**config.mk**
```make
export PLATFORM = sky130hd
export DESIGN_NAME = fb_write_arbiter
export DESIGN_NICKNAME = d
export VERILOG_FILES = /design/src/rtl/fb_write_arbiter_pkg.sv /design/src/rtl/clear_sweep_counter.sv /design/src/rtl/fb_write_arbiter.sv
export SDC_FILE = /design/constraint.sdc
export NUM_CORES = 1
export LEC_CHECK = 0
export ABC_CLOCK_PERIOD_IN_PS = 5600
export CORE_MARGIN = 10
export CORE_UTILIZATION = 45
export DETAILED_ROUTE_END_ITERATION = 12
export PLACE_DENSITY = 0.85
export SYNTH_ARGS = -nofsm -noshare
export SYNTH_HDL_FRONTEND = slang
export SYNTH_SLANG_ARGS = --single-unit
```
**constraint.sdc**
```tcl
create_clock -name clock -period 5.6 [get_ports clock]
set_clock_uncertainty 0.15 [all_clocks]
set_input_delay 1.12 -clock clock [delete_from_list [all_inputs] [get_ports clock]]
set_output_delay 1.12 -clock clock [all_outputs]
set_load 0.02 [all_outputs]
```
**src/rtl/fb_write_arbiter_pkg.sv**
```systemverilog
// rtl/fb_write_arbiter_pkg.sv - shared types and defaults for the framebuffer write arbiter
package fb_write_arbiter_pkg;

  localparam int         COORD_W         = 11;
  localparam logic [7:0] DEF_CLEAR_COLOR = 8'hFF;
  localparam int         DEF_H_PIX       = 320;
  localparam int         DEF_V_PIX       = 240;

  typedef enum logic {
    IDLE  = 1'b0,
    CLEAR = 1'b1
  } state_e;

endpackage

```
**src/rtl/clear_sweep_counter.sv**
```systemverilog
// rtl/clear_sweep_counter.sv - column/row scan counter for the clear sweep, column fastest
module clear_sweep_counter
  import fb_write_arbiter_pkg::*;
#(
  parameter int H_PIX = DEF_H_PIX,
  parameter int V_PIX = DEF_V_PIX
) (
  input  logic               clock,
  input  logic               reset,
  input  logic               advance_i,
  output logic [COORD_W-1:0] col_o,
  output logic [COORD_W-1:0] row_o,
  output logic               last_o
);

  logic [COORD_W-1:0] col_q, col_d;
  logic [COORD_W-1:0] row_q, row_d;
  logic               col_wrap;

  assign col_wrap = (col_q == COORD_W'(H_PIX - 1));
  assign last_o   = col_wrap && (row_q == COORD_W'(V_PIX - 1));
  assign col_o    = col_q;
  assign row_o    = row_q;

  always_comb begin
    col_d = col_q;
    row_d = row_q;
    if (advance_i) begin
      if (col_wrap) begin
        col_d = '0;
        row_d = last_o ? '0 : row_q + 1'b1;
      end else begin
        col_d = col_q + 1'b1;
      end
    end
  end

  always_ff @(posedge clock) begin
    if (!reset) begin
      col_q <= '0;
      row_q <= '0;
    end else begin
      col_q <= col_d;
      row_q <= row_d;
    end
  end

endmodule

```
**src/rtl/fb_write_arbiter.sv**
```systemverilog
// rtl/fb_write_arbiter.sv - round-robin pixel write arbiter with framebuffer clear sweep
// Optional FB_AUTOCLEAR_EN: run one full clear sweep right after reset release.
module fb_write_arbiter
  import fb_write_arbiter_pkg::*;
#(
  parameter logic [7:0] CLEAR_COLOR = DEF_CLEAR_COLOR,
  parameter int         H_PIX       = DEF_H_PIX,
  parameter int         V_PIX       = DEF_V_PIX
) (
  input  logic               clock,
  input  logic               reset,
  input  logic               clear_req,
  output logic               clear_busy,
  input  logic               req0_valid,
  input  logic [7:0]         req0_data,
  input  logic [COORD_W-1:0] req0_x,
  input  logic [COORD_W-1:0] req0_y,
  output logic               req0_ready,
  input  logic               req1_valid,
  input  logic [7:0]         req1_data,
  input  logic [COORD_W-1:0] req1_x,
  input  logic [COORD_W-1:0] req1_y,
  output logic               req1_ready,
  output logic               wr_en,
  output logic [7:0]         wr_data,
  output logic [COORD_W-1:0] wr_x,
  output logic [COORD_W-1:0] wr_y
);

`ifdef FB_AUTOCLEAR_EN
  localparam logic AUTOCLEAR = 1'b1;
`else
  localparam logic AUTOCLEAR = 1'b0;
`endif

  state_e             state_q, state_d;
  logic               rr_q, rr_d;       // requester preferred on a tie
  logic               auto_q, auto_d;
  logic               wr_en_q, wr_en_d;
  logic [7:0]         wr_data_q, wr_data_d;
  logic [COORD_W-1:0] wr_x_q, wr_x_d;
  logic [COORD_W-1:0] wr_y_q, wr_y_d;
  logic               grant0, grant1;
  logic [COORD_W-1:0] col, row;
  logic               last_pix;

  clear_sweep_counter #(
    .H_PIX (H_PIX),
    .V_PIX (V_PIX)
  ) u_sweep (
    .clock     (clock),
    .reset     (reset),
    .advance_i (state_q == CLEAR),
    .col_o     (col),
    .row_o     (row),
    .last_o    (last_pix)
  );

  always_comb begin
    state_d   = state_q;
    rr_d      = rr_q;
    auto_d    = 1'b0;
    grant0    = 1'b0;
    grant1    = 1'b0;
    wr_en_d   = 1'b0;
    wr_data_d = wr_data_q;
    wr_x_d    = wr_x_q;
    wr_y_d    = wr_y_q;
    case (state_q)
      IDLE: begin
        if (clear_req || auto_q) begin
          state_d = CLEAR;
        end else if (req0_valid && (!req1_valid || !rr_q)) begin
          grant0 = 1'b1;
        end else if (req1_valid) begin
          grant1 = 1'b1;
        end
        if (grant0) begin
          rr_d      = 1'b1;
          wr_en_d   = 1'b1;
          wr_data_d = req0_data;
          wr_x_d    = req0_x;
          wr_y_d    = req0_y;
        end else if (grant1) begin
          rr_d      = 1'b0;
          wr_en_d   = 1'b1;
          wr_data_d = req1_data;
          wr_x_d    = req1_x;
          wr_y_d    = req1_y;
        end
      end
      CLEAR: begin
        // Sweep runs at half resolution onto the 640x480 coordinate grid.
        wr_en_d   = 1'b1;
        wr_data_d = CLEAR_COLOR;
        wr_x_d    = col << 1;
        wr_y_d    = row << 1;
        if (last_pix) state_d = IDLE;
      end
    endcase
  end

  always_ff @(posedge clock) begin
    if (!reset) begin
      state_q   <= IDLE;
      rr_q      <= 1'b0;
      auto_q    <= AUTOCLEAR;
      wr_en_q   <= 1'b0;
      wr_data_q <= '0;
      wr_x_q    <= '0;
      wr_y_q    <= '0;
    end else begin
      state_q   <= state_d;
      rr_q      <= rr_d;
      auto_q    <= auto_d;
      wr_en_q   <= wr_en_d;
      wr_data_q <= wr_data_d;
      wr_x_q    <= wr_x_d;
      wr_y_q    <= wr_y_d;
    end
  end

  assign req0_ready = grant0 && reset;
  assign req1_ready = grant1 && reset;
  assign clear_busy = (state_q == CLEAR);
  assign wr_en      = wr_en_q;
  assign wr_data    = wr_data_q;
  assign wr_x       = wr_x_q;
  assign wr_y       = wr_y_q;

endmodule

```
==> impl_metrics.env <==
export IMPL_initial_core_util=0.4730
export IMPL_ys_seq_area_frac=0.3863
export IMPL_synth_top_area_cell="dfxtp_1"
export IMPL_ys_warn_count=0
export IMPL_cts_buffer_depth=2
export IMPL_first_global_vias=2929
export IMPL_rsz0062_at_grt="false"
export IMPL_drc=0
export IMPL_cts_buffers=5
export IMPL_timing_hold_ws_ns=0.3205
export IMPL_vdd_drop_max_uv=99.75
export IMPL_hold_viol_final=0
export IMPL_required_ns=4.33
export IMPL_postSynthAreaPerCell_sq_um=8.029
export IMPL_num_io_pins=99
export IMPL_cts_hold_buf=0
export IMPL_utilization=0.6568
export IMPL_num_vias=3033
export IMPL_r2r_end="u_sweep.row_o[6]"
export IMPL_cts_htree_levels=2
export IMPL_synth_edff_count=0
export IMPL_finalSetupViolCount=0
export IMPL_rr_startpoint="u_sweep.row_o[0]"
export IMPL_critPathCapture="req0_ready"
export IMPL_cp_end_kind="primary output"
export IMPL_post_drt_wl_per_cell_um=17.03
export IMPL_syn_nets=422
export IMPL_rr_worst_depth=5
export IMPL_grt_first_pass_wirelength_mm=14.43
export IMPL_place_gp_congestion=0.9140
export IMPL_dpl_cell_area_sq_um=3876
export IMPL_die_w_um=99.59
export IMPL_ys_ff_latch=55
export IMPL_syn_area_sq_um=2850
export IMPL_preCtsSetupSlack_ns=1.069
export IMPL_die_area_sq_um=9917
export IMPL_setup_tns_ns=0
export IMPL_multi_input_area_sq_um=1644
export IMPL_fmax_mhz=218.9
export IMPL_cap_violations=0
export IMPL_dp_cells=507
export IMPL_grt_max_degree=47
export IMPL_slew_headroom=0.4598
export IMPL_finalPower_mw=0.7813
export IMPL_dp_hpwl_mm=6.783
export IMPL_layout_worst_path_cycle_share=0.8159
export IMPL_fin_nets=506
export IMPL_antenna_found_initial=0
export IMPL_worstSkewPairLatency_ns=0.30
export IMPL_synth_most_common_cell="dfxtp_1"
export IMPL_fp_dieH_um=99.59
export IMPL_cts_resized=0
export IMPL_antenna_left=0
export IMPL_worst_pin_slew_ns=0.8036
export IMPL_core_sq_um=6026
export IMPL_seq_area_sq_um=1101
export IMPL_wl_mm=8.771
export IMPL_period_needed_ns=4.569
export IMPL_clkTransAtPathRegs_ns=0.09
export IMPL_grtUsageTotal=0.1732
export IMPL_synthTopCellsByCount="dfxtp_1, nand2_1, o21ai_0, a21oi_1, clkbuf_1"
export IMPL_cp_start_kind="primary input"
export IMPL_netlist_instances=355
export IMPL_postCtsSetupBuffers=0
export IMPL_critPathLaunch="clear_req"
export IMPL_cts_sinks=55
export IMPL_drt_initial_drc_count=215
export IMPL_antenna_cells=0
export IMPL_layout_drive_gt1_share=0.05000
export IMPL_p_leak_nw=1.395
export IMPL_crit_type="in2out"
export IMPL_powerDensity_nw_per_um2=197.4
export IMPL_cts_tree="done"
export IMPL_grt_ovfl_total=0
export IMPL_areaGrowthSynthToFinish_pct=38.85
export IMPL_fillerInstances=517
export IMPL_critPathMaxFanout=46
export IMPL_io_buffers=98
export IMPL_vias_per_cell=5.889
export IMPL_fin_ws_ns=1.031
export IMPL_synth_top_area_share=0.3863
export IMPL_worstPathArrival_ns=3.30
export IMPL_design_area_sq_um=3958
export IMPL_reg2reg_slack_ns=3.17
export IMPL_synth_cell_types=47
export IMPL_async_reset_ff_frac=0
export IMPL_finalMaxSlewViolations=0
export IMPL_fin_cells=515
export IMPL_first_pass_iters=4
export IMPL_cts_root_buffer="clkbuf_8"
export IMPL_synthFlopType="dfxtp_1"
export IMPL_min_path_type="reg2reg"
export IMPL_synth_top_cells_by_area="dfxtp_1, o21ai_0, a21boi_0"
export IMPL_rows=28
export IMPL_outcome="completed"
placed cells by master (no fill, tap or decap), types with 13 or more instances in the layout:
| master | synthesis | layout |
|---|---|---|
| nand2_1 | 44 | 44 |
| clkdlybuf4s50_1 | 0 | 98 |
| a22oi_1 | 19 | 19 |
| a21oi_1 | 25 | 25 |
| o21ai_0 | 36 | 36 |
| a21boi_0 | 22 | 22 |
| and3_1 | 23 | 23 |
| dfxtp_1 | 55 | 55 |
| nor2_1 | 13 | 13 |
layer usage:
metal  track usage  vias to the layer above  wire length, um
met5             0                        -                0
met4       0.07938                        0              268
met3       0.04567                       22              674
met2        0.2725                      122             4127
met1        0.2152                     1410             3699
li1              -                     1479                -
area by class of cell:
type	instances	area share
Clock inverter	1	0.001265
Clock buffer	7	0.01929
Multi-Input combinational cell	270	0.4154
Tap cell	75	0.02371
Inverter	3	0.002845
Timing Repair Buffer	104	0.2592
Sequential cell	55	0.2782
worst min path at each step:
stage,start,to,slack (ns),depth (start not counted)
2_1_floorplan,rr_q,rr_q,0.30,2
3_3_place_gp,wr_x[0],wr_x[0],0.29,2
3_5_place_dp,wr_x[0],wr_x[0],0.31,2
4_1_cts,wr_x[0],wr_x[0],0.32,2
5_1_grt,wr_x[0],wr_x[0],0.35,2
6_report,wr_x[0],wr_x[0],0.32,2
registers in the layout, summed over array words and instances (netlist names):
| name | flops |
|---|---|
| wr_y | 11 |
| wr_x | 11 |
| u_sweep.row_o | 11 |
| wr_data | 8 |
| wr_en | 1 |
| clear_busy | 1 |
| rr_q | 1 |
| u_sweep.col_o | 11 |
logic make-up (layout without fill, tap and decap cells):
group / count (synthesis) / after routing / share of synthesized area
flops: 55 / 55 / 0.3863
fa+ha+maj: 2 / 2 / 0.008778
simple gates: 128 / 128 / 0.2401
compound gates: 131 / 131 / 0.2972
buf+inv: 30 / 115 / 0.03951
xor+xnor: 8 / 8 / 0.02458
mux: 1 / 1 / 0.003512
critical path, stage by stage:
cell	delay, ns
clkdlybuf4s50_1	0.51
nor2b_2	0.15
buf_4	0.32
nand2_1	0.26
nor3_1	0.27
clkdlybuf4s50_1	0.66
power breakdown:
group	internal, mW	switching [mW]	leakage [nW]	total (mW)
Sequential	0.405	0.0101	0.448	0.416
Combinational	0.0839	0.0739	0.904	0.158
Clock	0.0881	0.120	0.0422	0.208
Total	0.577	0.204	1.39	0.781
No activity file was read; power rests on OpenSTA's default activity.
